### config.mk
export PLATFORM = sky130hd
export DESIGN_NAME = fd_de_pipeline_regs_flat
export DESIGN_NICKNAME = d
export VERILOG_FILES = /design/src/rtl/fd_de_pipeline_regs_pkg.sv /design/src/rtl/fd_de_pipeline_regs_if.sv /design/src/rtl/fd_de_pipeline_regs_reg.sv /design/src/rtl/fd_de_pipeline_regs.sv /design/src/flat_wrapper.sv
export SDC_FILE = /design/constraint.sdc
export NUM_CORES = 1
export LEC_CHECK = 0
export ABC_AREA = 1
export BUFFER_PORTS_ARGS = -buffer_cell sky130_fd_sc_hd__buf_4
export CAP_MARGIN = 0
export CORE_AREA = 2 2 220 222
export CTS_BUF_LIST = sky130_fd_sc_hd__clkbuf_4 sky130_fd_sc_hd__clkbuf_8
export CTS_CLUSTER_DIAMETER = 80
export CTS_CLUSTER_SIZE = 24
export DETAILED_ROUTE_END_ITERATION = 10
export DIE_AREA = 0 0 222 224
export GPL_ROUTABILITY_DRIVEN = 0
export PLACE_DENSITY = 0.51
export SLEW_MARGIN = 20
export SYNTH_ARGS = -nofsm -noshare
export SYNTH_HDL_FRONTEND = slang
export SYNTH_SLANG_ARGS = --single-unit
### constraint.sdc
create_clock -name clk -period 2.25 [get_ports clk]
set_input_delay 0.225 -clock clk [delete_from_list [all_inputs] [get_ports clk]]
set_output_delay 0.225 -clock clk [all_outputs]
set_load 0.01 [all_outputs]
### src/rtl/fd_de_pipeline_regs_pkg.sv
// Shared constants for the front-end pipeline registers: NOP encoding, decode-control
// bit map and the register-specifier slicing used by the hazard unit.
package pipe_pkg;

   localparam logic [31:0] NOP_INSTR = 32'h0000_0013;  // addi x0, x0, 0

   localparam int CTRL_W         = 10;
   localparam int REGWRITE_BIT   = 0;
   localparam int RESULTSRC0_BIT = 1;
   localparam int RESULTSRC1_BIT = 2;
   localparam int MEMWRITE_BIT   = 3;
   localparam int JUMP_BIT       = 4;
   localparam int BRANCH_BIT     = 5;
   localparam int ALUCTRL_LSB    = 6;
   localparam int ALUCTRL_MSB    = 8;
   localparam int ALUSRC_BIT     = 9;

   typedef struct packed {
      logic [4:0] rs1;
      logic [4:0] rs2;
      logic [4:0] rd;
   } regsel_t;

   // All RV32I formats place rs1/rs2/rd at fixed positions, so slicing is format-agnostic.
   function automatic regsel_t decode_regs(input logic [31:0] instr);
      regsel_t r;
      r.rs1 = instr[19:15];
      r.rs2 = instr[24:20];
      r.rd  = instr[11:7];
      return r;
   endfunction

endpackage

### src/rtl/fd_de_pipeline_regs_if.sv
// Bundle between the front-end register bank and the rest of the core (hazard unit,
// instruction memory, decoder, register file and the E stage consumers).
interface fd_de_pipeline_regs_if #(
   parameter int XLEN   = 32,
   parameter int CTRL_W = pipe_pkg::CTRL_W,
   parameter int CNT_W  = 32
);
   logic              StallF;
   logic              StallD;
   logic              FlushD;
   logic              FlushE;
   logic              PCSrcE;
   logic [XLEN-1:0]   PCTargetE;
   logic [31:0]       InstrF;
   logic [CTRL_W-1:0] CtrlD;
   logic [XLEN-1:0]   RD1D;
   logic [XLEN-1:0]   RD2D;
   logic [XLEN-1:0]   ImmExtD;

   logic [XLEN-1:0]   PCF;
   logic [31:0]       InstrD;
   logic [XLEN-1:0]   PCD;
   logic [XLEN-1:0]   PCPlus4D;
   logic [4:0]        Rs1D;
   logic [4:0]        Rs2D;
   logic [4:0]        RdD;
   logic [CTRL_W-1:0] CtrlE;
   logic [XLEN-1:0]   RD1E;
   logic [XLEN-1:0]   RD2E;
   logic [XLEN-1:0]   ImmExtE;
   logic [XLEN-1:0]   PCE;
   logic [XLEN-1:0]   PCPlus4E;
   logic [4:0]        Rs1E;
   logic [4:0]        Rs2E;
   logic [4:0]        RdE;
   logic              ResultSrcE0;
   logic              ValidD;
   logic              ValidE;
   logic [CNT_W-1:0]  stall_cnt;
   logic [CNT_W-1:0]  flush_cnt;

   modport master (
      output StallF, StallD, FlushD, FlushE, PCSrcE, PCTargetE, InstrF, CtrlD,
             RD1D, RD2D, ImmExtD,
      input  PCF, InstrD, PCD, PCPlus4D, Rs1D, Rs2D, RdD, CtrlE, RD1E, RD2E, ImmExtE,
             PCE, PCPlus4E, Rs1E, Rs2E, RdE, ResultSrcE0, ValidD, ValidE,
             stall_cnt, flush_cnt
   );

   modport slave (
      input  StallF, StallD, FlushD, FlushE, PCSrcE, PCTargetE, InstrF, CtrlD,
             RD1D, RD2D, ImmExtD,
      output PCF, InstrD, PCD, PCPlus4D, Rs1D, Rs2D, RdD, CtrlE, RD1E, RD2E, ImmExtE,
             PCE, PCPlus4E, Rs1E, Rs2E, RdE, ResultSrcE0, ValidD, ValidE,
             stall_cnt, flush_cnt
   );

endinterface

### src/rtl/fd_de_pipeline_regs_reg.sv
// Generic pipeline register: synchronous reset and clear both load CLR_VAL, clear
// wins over enable.
module pipe_reg #(
   parameter int           W       = 32,
   parameter logic [W-1:0] CLR_VAL = '0
) (
   input  logic         clk,
   input  logic         rst_n,
   input  logic         en_i,
   input  logic         clr_i,
   input  logic [W-1:0] d_i,
   output logic [W-1:0] q_o
);

   logic [W-1:0] q_q;

   // NOTE: clocked state uses non-blocking assignment so every register samples
   // pre-edge values, independent of always_ff evaluation order.
   always_ff @(posedge clk) begin
      if (!rst_n) begin
         q_q <= CLR_VAL;
      end else if (clr_i) begin
         q_q <= CLR_VAL;
      end else if (en_i) begin
         q_q <= d_i;
      end
   end

   assign q_o = q_q;

endmodule

### src/rtl/fd_de_pipeline_regs.sv
// Front-end register bank of the 5-stage RV32I core: PC, F/D and D/E registers acting
// on hazard stall/flush controls, plus saturating stall and flush event counters.
module fd_de_pipeline_regs
   import pipe_pkg::NOP_INSTR, pipe_pkg::RESULTSRC0_BIT, pipe_pkg::regsel_t,
          pipe_pkg::decode_regs;
#(
   parameter int              XLEN     = 32,
   parameter logic [XLEN-1:0] RESET_PC = '0,
   parameter int              CTRL_W   = pipe_pkg::CTRL_W,
   parameter int              CNT_W    = 32
) (
   input logic                 clk,
   input logic                 rst_n,
   fd_de_pipeline_regs_if.slave bus
);

   localparam int REGSEL_W = $bits(regsel_t);
   localparam int FD_W     = 1 + 32 + 2 * XLEN;
   localparam int DE_W     = 1 + CTRL_W + REGSEL_W + 5 * XLEN;

   localparam logic [FD_W-1:0] FD_CLR = {1'b0, NOP_INSTR, {(2 * XLEN){1'b0}}};

   // ---------------- PC register ----------------
   logic [XLEN-1:0] pcf_q;
   logic [XLEN-1:0] pcf_d;
   logic [XLEN-1:0] pc_plus4_f;
   logic [XLEN-1:0] target_aligned;

   assign pc_plus4_f     = pcf_q + XLEN'(4);
   assign target_aligned = bus.PCTargetE & ~XLEN'(3);
   assign pcf_d          = bus.PCSrcE ? target_aligned : pc_plus4_f;

   pipe_reg #(.W(XLEN), .CLR_VAL(RESET_PC)) u_pc_reg (
      .clk   (clk),
      .rst_n (rst_n),
      .en_i  (!bus.StallF),
      .clr_i (1'b0),
      .d_i   (pcf_d),
      .q_o   (pcf_q)
   );

   // ---------------- F/D register ----------------
   logic [FD_W-1:0] fd_d;
   logic [FD_W-1:0] fd_q;
   logic            valid_d;
   logic [31:0]     instr_d;
   logic [XLEN-1:0] pc_d;
   logic [XLEN-1:0] pc_plus4_d;
   regsel_t         regs_d;

   assign fd_d = {1'b1, bus.InstrF, pcf_q, pc_plus4_f};

   pipe_reg #(.W(FD_W), .CLR_VAL(FD_CLR)) u_fd_reg (
      .clk   (clk),
      .rst_n (rst_n),
      .en_i  (!bus.StallD),
      .clr_i (bus.FlushD),
      .d_i   (fd_d),
      .q_o   (fd_q)
   );

   assign {valid_d, instr_d, pc_d, pc_plus4_d} = fd_q;
   assign regs_d = decode_regs(instr_d);

   // ---------------- D/E register ----------------
   logic [DE_W-1:0]   de_d;
   logic [DE_W-1:0]   de_q;
   logic              valid_e;
   logic [CTRL_W-1:0] ctrl_e;
   regsel_t           regs_e;
   logic [XLEN-1:0]   rd1_e;
   logic [XLEN-1:0]   rd2_e;
   logic [XLEN-1:0]   imm_e;
   logic [XLEN-1:0]   pc_e;
   logic [XLEN-1:0]   pc_plus4_e;

   assign de_d = {valid_d, bus.CtrlD, regs_d, bus.RD1D, bus.RD2D, bus.ImmExtD,
                  pc_d, pc_plus4_d};

   // Always enabled: a load-use stall is realised by flushing E, not holding it.
   pipe_reg #(.W(DE_W), .CLR_VAL('0)) u_de_reg (
      .clk   (clk),
      .rst_n (rst_n),
      .en_i  (1'b1),
      .clr_i (bus.FlushE),
      .d_i   (de_d),
      .q_o   (de_q)
   );

   assign {valid_e, ctrl_e, regs_e, rd1_e, rd2_e, imm_e, pc_e, pc_plus4_e} = de_q;

   // ---------------- Performance counters ----------------
   logic             stall_event;
   logic             flush_event;
   logic [CNT_W-1:0] stall_cnt_q;
   logic [CNT_W-1:0] stall_cnt_d;
   logic [CNT_W-1:0] flush_cnt_q;
   logic [CNT_W-1:0] flush_cnt_d;

   // A stall overridden by FlushD is not a stall cycle; a double flush counts once.
   assign stall_event = bus.StallD && !bus.FlushD;
   assign flush_event = bus.FlushD || bus.FlushE;

   always_comb begin
      // NOTE: defaults first so every path assigns each output; otherwise a latch is inferred.
      stall_cnt_d = stall_cnt_q;
      flush_cnt_d = flush_cnt_q;
      if (stall_event && !(&stall_cnt_q)) begin
         stall_cnt_d = stall_cnt_q + CNT_W'(1);
      end
      if (flush_event && !(&flush_cnt_q)) begin
         flush_cnt_d = flush_cnt_q + CNT_W'(1);
      end
   end

   always_ff @(posedge clk) begin
      if (!rst_n) begin
         stall_cnt_q <= '0;
         flush_cnt_q <= '0;
      end else begin
         stall_cnt_q <= stall_cnt_d;
         flush_cnt_q <= flush_cnt_d;
      end
   end

   // ---------------- Outputs ----------------
   assign bus.PCF         = pcf_q;
   assign bus.InstrD      = instr_d;
   assign bus.PCD         = pc_d;
   assign bus.PCPlus4D    = pc_plus4_d;
   assign bus.ValidD      = valid_d;
   assign bus.Rs1D        = regs_d.rs1;
   assign bus.Rs2D        = regs_d.rs2;
   assign bus.RdD         = regs_d.rd;
   assign bus.CtrlE       = ctrl_e;
   assign bus.RD1E        = rd1_e;
   assign bus.RD2E        = rd2_e;
   assign bus.ImmExtE     = imm_e;
   assign bus.PCE         = pc_e;
   assign bus.PCPlus4E    = pc_plus4_e;
   assign bus.Rs1E        = regs_e.rs1;
   assign bus.Rs2E        = regs_e.rs2;
   assign bus.RdE         = regs_e.rd;
   assign bus.ResultSrcE0 = ctrl_e[RESULTSRC0_BIT];
   assign bus.ValidE      = valid_e;
   assign bus.stall_cnt   = stall_cnt_q;
   assign bus.flush_cnt   = flush_cnt_q;

endmodule
### src/flat_wrapper.sv
// flat-port wrapper written by rule: the top's interface ports become plain ports
module fd_de_pipeline_regs_flat import pipe_pkg::NOP_INSTR, pipe_pkg::RESULTSRC0_BIT, pipe_pkg::regsel_t,
          pipe_pkg::decode_regs;
#(
   parameter int              XLEN     = 32,
   parameter logic [XLEN-1:0] RESET_PC = '0,
   parameter int              CTRL_W   = pipe_pkg::CTRL_W,
   parameter int              CNT_W    = 32
)
  (clk, rst_n, bus_StallF, bus_StallD, bus_FlushD, bus_FlushE, bus_PCSrcE, bus_PCTargetE, bus_InstrF, bus_CtrlD, bus_RD1D, bus_RD2D, bus_ImmExtD, bus_PCF, bus_InstrD, bus_PCD, bus_PCPlus4D, bus_Rs1D, bus_Rs2D, bus_RdD, bus_CtrlE, bus_RD1E, bus_RD2E, bus_ImmExtE, bus_PCE, bus_PCPlus4E, bus_Rs1E, bus_Rs2E, bus_RdE, bus_ResultSrcE0, bus_ValidD, bus_ValidE, bus_stall_cnt, bus_flush_cnt);
  fd_de_pipeline_regs_if #(.XLEN(XLEN), .CTRL_W(CTRL_W), .CNT_W(CNT_W)) bus_i ();
  input logic clk;
  input logic rst_n;
  input wire logic [$bits(bus_i.StallF)-1:0] bus_StallF;
  input wire logic [$bits(bus_i.StallD)-1:0] bus_StallD;
  input wire logic [$bits(bus_i.FlushD)-1:0] bus_FlushD;
  input wire logic [$bits(bus_i.FlushE)-1:0] bus_FlushE;
  input wire logic [$bits(bus_i.PCSrcE)-1:0] bus_PCSrcE;
  input wire logic [$bits(bus_i.PCTargetE)-1:0] bus_PCTargetE;
  input wire logic [$bits(bus_i.InstrF)-1:0] bus_InstrF;
  input wire logic [$bits(bus_i.CtrlD)-1:0] bus_CtrlD;
  input wire logic [$bits(bus_i.RD1D)-1:0] bus_RD1D;
  input wire logic [$bits(bus_i.RD2D)-1:0] bus_RD2D;
  input wire logic [$bits(bus_i.ImmExtD)-1:0] bus_ImmExtD;
  output wire logic [$bits(bus_i.PCF)-1:0] bus_PCF;
  output wire logic [$bits(bus_i.InstrD)-1:0] bus_InstrD;
  output wire logic [$bits(bus_i.PCD)-1:0] bus_PCD;
  output wire logic [$bits(bus_i.PCPlus4D)-1:0] bus_PCPlus4D;
  output wire logic [$bits(bus_i.Rs1D)-1:0] bus_Rs1D;
  output wire logic [$bits(bus_i.Rs2D)-1:0] bus_Rs2D;
  output wire logic [$bits(bus_i.RdD)-1:0] bus_RdD;
  output wire logic [$bits(bus_i.CtrlE)-1:0] bus_CtrlE;
  output wire logic [$bits(bus_i.RD1E)-1:0] bus_RD1E;
  output wire logic [$bits(bus_i.RD2E)-1:0] bus_RD2E;
  output wire logic [$bits(bus_i.ImmExtE)-1:0] bus_ImmExtE;
  output wire logic [$bits(bus_i.PCE)-1:0] bus_PCE;
  output wire logic [$bits(bus_i.PCPlus4E)-1:0] bus_PCPlus4E;
  output wire logic [$bits(bus_i.Rs1E)-1:0] bus_Rs1E;
  output wire logic [$bits(bus_i.Rs2E)-1:0] bus_Rs2E;
  output wire logic [$bits(bus_i.RdE)-1:0] bus_RdE;
  output wire logic [$bits(bus_i.ResultSrcE0)-1:0] bus_ResultSrcE0;
  output wire logic [$bits(bus_i.ValidD)-1:0] bus_ValidD;
  output wire logic [$bits(bus_i.ValidE)-1:0] bus_ValidE;
  output wire logic [$bits(bus_i.stall_cnt)-1:0] bus_stall_cnt;
  output wire logic [$bits(bus_i.flush_cnt)-1:0] bus_flush_cnt;
  assign bus_i.StallF = bus_StallF;
  assign bus_i.StallD = bus_StallD;
  assign bus_i.FlushD = bus_FlushD;
  assign bus_i.FlushE = bus_FlushE;
  assign bus_i.PCSrcE = bus_PCSrcE;
  assign bus_i.PCTargetE = bus_PCTargetE;
  assign bus_i.InstrF = bus_InstrF;
  assign bus_i.CtrlD = bus_CtrlD;
  assign bus_i.RD1D = bus_RD1D;
  assign bus_i.RD2D = bus_RD2D;
  assign bus_i.ImmExtD = bus_ImmExtD;
  assign bus_PCF = bus_i.PCF;
  assign bus_InstrD = bus_i.InstrD;
  assign bus_PCD = bus_i.PCD;
  assign bus_PCPlus4D = bus_i.PCPlus4D;
  assign bus_Rs1D = bus_i.Rs1D;
  assign bus_Rs2D = bus_i.Rs2D;
  assign bus_RdD = bus_i.RdD;
  assign bus_CtrlE = bus_i.CtrlE;
  assign bus_RD1E = bus_i.RD1E;
  assign bus_RD2E = bus_i.RD2E;
  assign bus_ImmExtE = bus_i.ImmExtE;
  assign bus_PCE = bus_i.PCE;
  assign bus_PCPlus4E = bus_i.PCPlus4E;
  assign bus_Rs1E = bus_i.Rs1E;
  assign bus_Rs2E = bus_i.Rs2E;
  assign bus_RdE = bus_i.RdE;
  assign bus_ResultSrcE0 = bus_i.ResultSrcE0;
  assign bus_ValidD = bus_i.ValidD;
  assign bus_ValidE = bus_i.ValidE;
  assign bus_stall_cnt = bus_i.stall_cnt;
  assign bus_flush_cnt = bus_i.flush_cnt;
  fd_de_pipeline_regs #(.XLEN(XLEN), .RESET_PC(RESET_PC), .CTRL_W(CTRL_W), .CNT_W(CNT_W)) u_core (.clk(clk), .rst_n(rst_n), .bus(bus_i));
endmodule
==> results.sh <==
export IMPL_final_setup_viol_count=0
export IMPL_clk_pin_slew_worst_paths_ns=0.13
export IMPL_worstSetupStartpointType="flop"
export IMPL_numCtsBuffers=29
export IMPL_power_report_internal_total_mw=9.42
export IMPL_place_ws_ns=0.196
export IMPL_achievable_frequency_mhz=476
export IMPL_highest_layer="met5"
export IMPL_drt_iter0_drc=756
export IMPL_crit_start="u_core.u_pc_reg.q_o[2]"
export IMPL_routed_wl_met2_um=26400
export IMPL_vdd_ir_drop_max_v=0.000377
export IMPL_timing_critical_path_required_ns=2.81
export IMPL_grt_first_pass_wirelength_um=82800
export IMPL_cts_buffer_depth=3
export IMPL_max_stage_delay_ns=0.55
export IMPL_grt_start_max_net_pins=110
export IMPL_p_sw_mw=3.80
export IMPL_arrival_ns=2.66
export IMPL_r2r_slack_ns=0.15
export IMPL_synth_async_reset_ratio_pct=0
export IMPL_routed_via_count=14786
export IMPL_drive_gt1_share_pct=24.9
export IMPL_dieArea_um2=49700
export IMPL_grt_usage_pct=21.3
export IMPL_regToRegEndpoint="u_core.u_pc_reg.q_o[19]"
export IMPL_postSynthCellCount=2003
export IMPL_numPlacedInstances=3116
export IMPL_timing_setup_tns_ns=0
export IMPL_critical_path_top_cell_by_count="nand2_1"
export IMPL_clockPowerShare_pct=35.2
export IMPL_port_buffers=559
export IMPL_place_detailed_hpwl_um=41200
export IMPL_final_design_instance_area_without_fill_um2=22000
export IMPL_critical_path_class="flop to flop"
export IMPL_leakage_nw=10.1
export IMPL_total_power_mw=13.2
export IMPL_synth_seq_area_share_pct=50.7
export IMPL_timing_worst_slew_pin_value_ns=0.773
export IMPL_chipWidth_um=222
export IMPL_root_buffer_cell="clkbuf_8"
export IMPL_antenna_violating_nets_post_route=0
export IMPL_period_minus_slack_ns=2.10
export IMPL_regToRegStartpoint="u_core.u_pc_reg.q_o[2]"
export IMPL_drt_pre_antenna_iters=7
export IMPL_instances_no_fill=3357
export IMPL_postRouteWirelength_um=55400
export IMPL_synth_enable_flop_cells=0
export IMPL_post_cts_setup_buffer_count=0
export IMPL_finalMaxSlewViolations=0
export IMPL_cellPowerDensity_nw_per_um2=601
export IMPL_grt_antenna_before_repair=8
export IMPL_status="finished, final reports clean"
export IMPL_met3RoutedLength_um=3490
export IMPL_ys_warnings_count=0
export IMPL_initial_core_util_pct=30.8
export IMPL_min_delay_path_class="input port to flop"
export IMPL_swShare_pct=28.7
export IMPL_final_hold_worst_slack_ns=0.0717
export IMPL_path_cells="buf_4, nand2_1, nor2_4, nand3b_1, o21ai_1, nand3_1, nand2_1, a21oi_1, dlygate4sd3_1"
export IMPL_first_global_vias=14224
export IMPL_final_min_period_over_clock_period_pct=93.4
export IMPL_detail_route_wirelength_met1_um=23200
export IMPL_layout_nets=2897
export IMPL_critPathCaptureType="flop"
export IMPL_final_core_utilization_pct=46.5
export IMPL_critical_path_slowest_cell="dlygate4sd3_1"
export IMPL_syn_area_um2=14600
export IMPL_final_hold_violation_count=0
export IMPL_timing_max_slew_rel_slack_pct=48.5
export IMPL_floorplan_die_height_um=224
export IMPL_critical_path_max_fanout=6
export IMPL_setup_worst_path_end="u_core.u_pc_reg.q_o[19]"
export IMPL_cts_htree_levels=1
export IMPL_vias_per_cell=4.40
export IMPL_cts_tree="yes"
export IMPL_fin_worst_skew_ns=0.0460
export IMPL_share_comb_of_total_power_pct=12.7
export IMPL_area_growth_synth_to_final_pct=51.0
export IMPL_syn_avg_cell_area_um2=7.27
export IMPL_detailed_place_area_um2=19300
export IMPL_synth_main_ff_cell="dfxtp_1"
export IMPL_routed_wire_length_per_instance_um=16.5
export IMPL_maxCapViolations=0
export IMPL_final_critical_path_setup_slack_ns=0.150
export IMPL_grt_setup_unrepaired="yes"
export IMPL_core_rowCount=80
export IMPL_clock_sinks=369
export IMPL_floorplan_core_area_um2=47300
export IMPL_drc_errors=0
export IMPL_synth_cell_type_count=33
export IMPL_clk_insertion_delay_late_ns=0.68
export IMPL_grt_overflow_total=0
export IMPL_synth_seq_cells=369
export IMPL_sequential_share_of_power_pct=52.1
export IMPL_top_level_i_o_count=572
export IMPL_path_depth_of_the_worst_reg2reg_path=9
==> routing by layer <==
metal | vias to the layer above | global-route usage (%)
met5 | - | 0
met4 | 10 | 7.93
met3 | 113 | 5.36
met2 | 443 | 36.5
met1 | 6690 | 25.7
li1 | 7530 | -
==> cell usage after synthesis, drive strengths merged (2+ instances only) <==
cell | number | area (µm²)
nor3b | 5 | 37.5
or2 | 2 | 12.5
xnor2 | 7 | 61.3
a21oi | 153 | 766
xor2 | 24 | 210
nand3 | 66 | 335
o21ai | 83 | 415
nand2 | 449 | 1710
dfxtp | 369 | 7390
clkbuf | 63 | 236
nand4 | 5 | 31.3
inv | 282 | 1060
nor3 | 8 | 40.0
nand3b | 21 | 158
buf | 43 | 338
o211ai | 20 | 150
ha | 3 | 37.5
nor2 | 396 | 1550
==> what timing repair did <==
action | in CTS | in global routing
resized for setup | 0 | 11
setup endpoints to repair | 0 | 7
hold buffers | 185 | 0
hold endpoints to repair | 168 | 0
==> kinds of logic after synthesis <==
logic type	Yosys count	synth area share (%)
and+or+nand+nor	953	26.7
xor gates and xnor gates	31	1.86
adders and majority gates	3	0.258
DFF	369	50.7
buffers and inverters	388	11.2
AOI/OAI and AO/OA	258	9.25
other	1	0.0257
==> registers in the layout, summed over array words and instances, names as in the netlist <==
name	cells
u_core.bus.flush_cnt	32
u_core.bus.stall_cnt	32
u_core.u_de_reg.q_o	182
u_core.u_fd_reg.q_o	93
u_core.u_pc_reg.q_o	30
==> critical path: cells and delay by family, from the launching register on <==
kind	cells	cell delay [ns]
flip-flops	1	0.37
AO/OA/AOI/OAI	2	0.27
buffers and inverters	2	0.71
AND/OR/NAND/NOR	5	0.64
==> worst min path at each step <==
stage | startpoint | endpoint | slack (ns) | depth (start not counted)
floorplan | bus_RD2D[4] | u_core.u_de_reg.q_o[100] | 0.34 | 2
detailed placement | u_core.u_fd_reg.q_o[2] | u_core.u_de_reg.q_o[2] | 0.43 | 2
global placement | u_core.u_fd_reg.q_o[2] | u_core.u_de_reg.q_o[2] | 0.43 | 2
global route | rst_n | u_core.bus.stall_cnt[8] | 0.04 | 4
finish | bus_FlushD | u_core.u_fd_reg.q_o[65] | 0.07 | 4
CTS | rst_n | u_core.bus.stall_cnt[8] | 0.01 | 4
==> layout make-up <==
| class | instances | area [µm²] |
|---|---|---|
| clock inverter | 23 | 355 |
| antenna | 3 | 7.51 |
| timing repair buffer | 780 | 6390 |
| multi-input combinational | 1255 | 5600 |
| fill | 4708 | 25300 |
| sequential | 369 | 7390 |
| tap | 615 | 769 |
| inverter | 282 | 1060 |
| clock buffer | 30 | 413 |
==> power by group through the flow <==
stage          Clock [mW]  Combinational (mW)  Sequential (mW)
2_1_floorplan           0               0.537             7.09
3_3_place_gp            0                1.39             7.02
3_5_place_dp            0                1.40             7.03
4_1_cts              4.82                1.69             6.89
5_1_grt              5.05                1.82             6.92
6_report             4.65                1.68             6.89
==> cells in the final DEF, fill, tap and decap left out, drive strengths merged, types with 2 or more instances in the layout <==
cell type | synthesis | layout
xor2 | 24 | 24
nor3 | 8 | 8
bufinv | 0 | 3
nand3b | 21 | 21
conb | 1 | 10
a21oi | 153 | 153
dfxtp | 369 | 369
o211ai | 20 | 20
nand2 | 449 | 449
nand4 | 5 | 5
or2 | 2 | 2
ha | 3 | 3
buf | 43 | 595
nor3b | 5 | 5
clkbuf | 63 | 30
clkinvlp | 0 | 3
o21ai | 83 | 83
diode | 0 | 3
dlygate4sd3 | 0 | 185
xnor2 | 7 | 7
clkinv | 0 | 4
nand3 | 66 | 66
nor2 | 396 | 396
inv | 282 | 295
(Power assumes the default switching activity.)
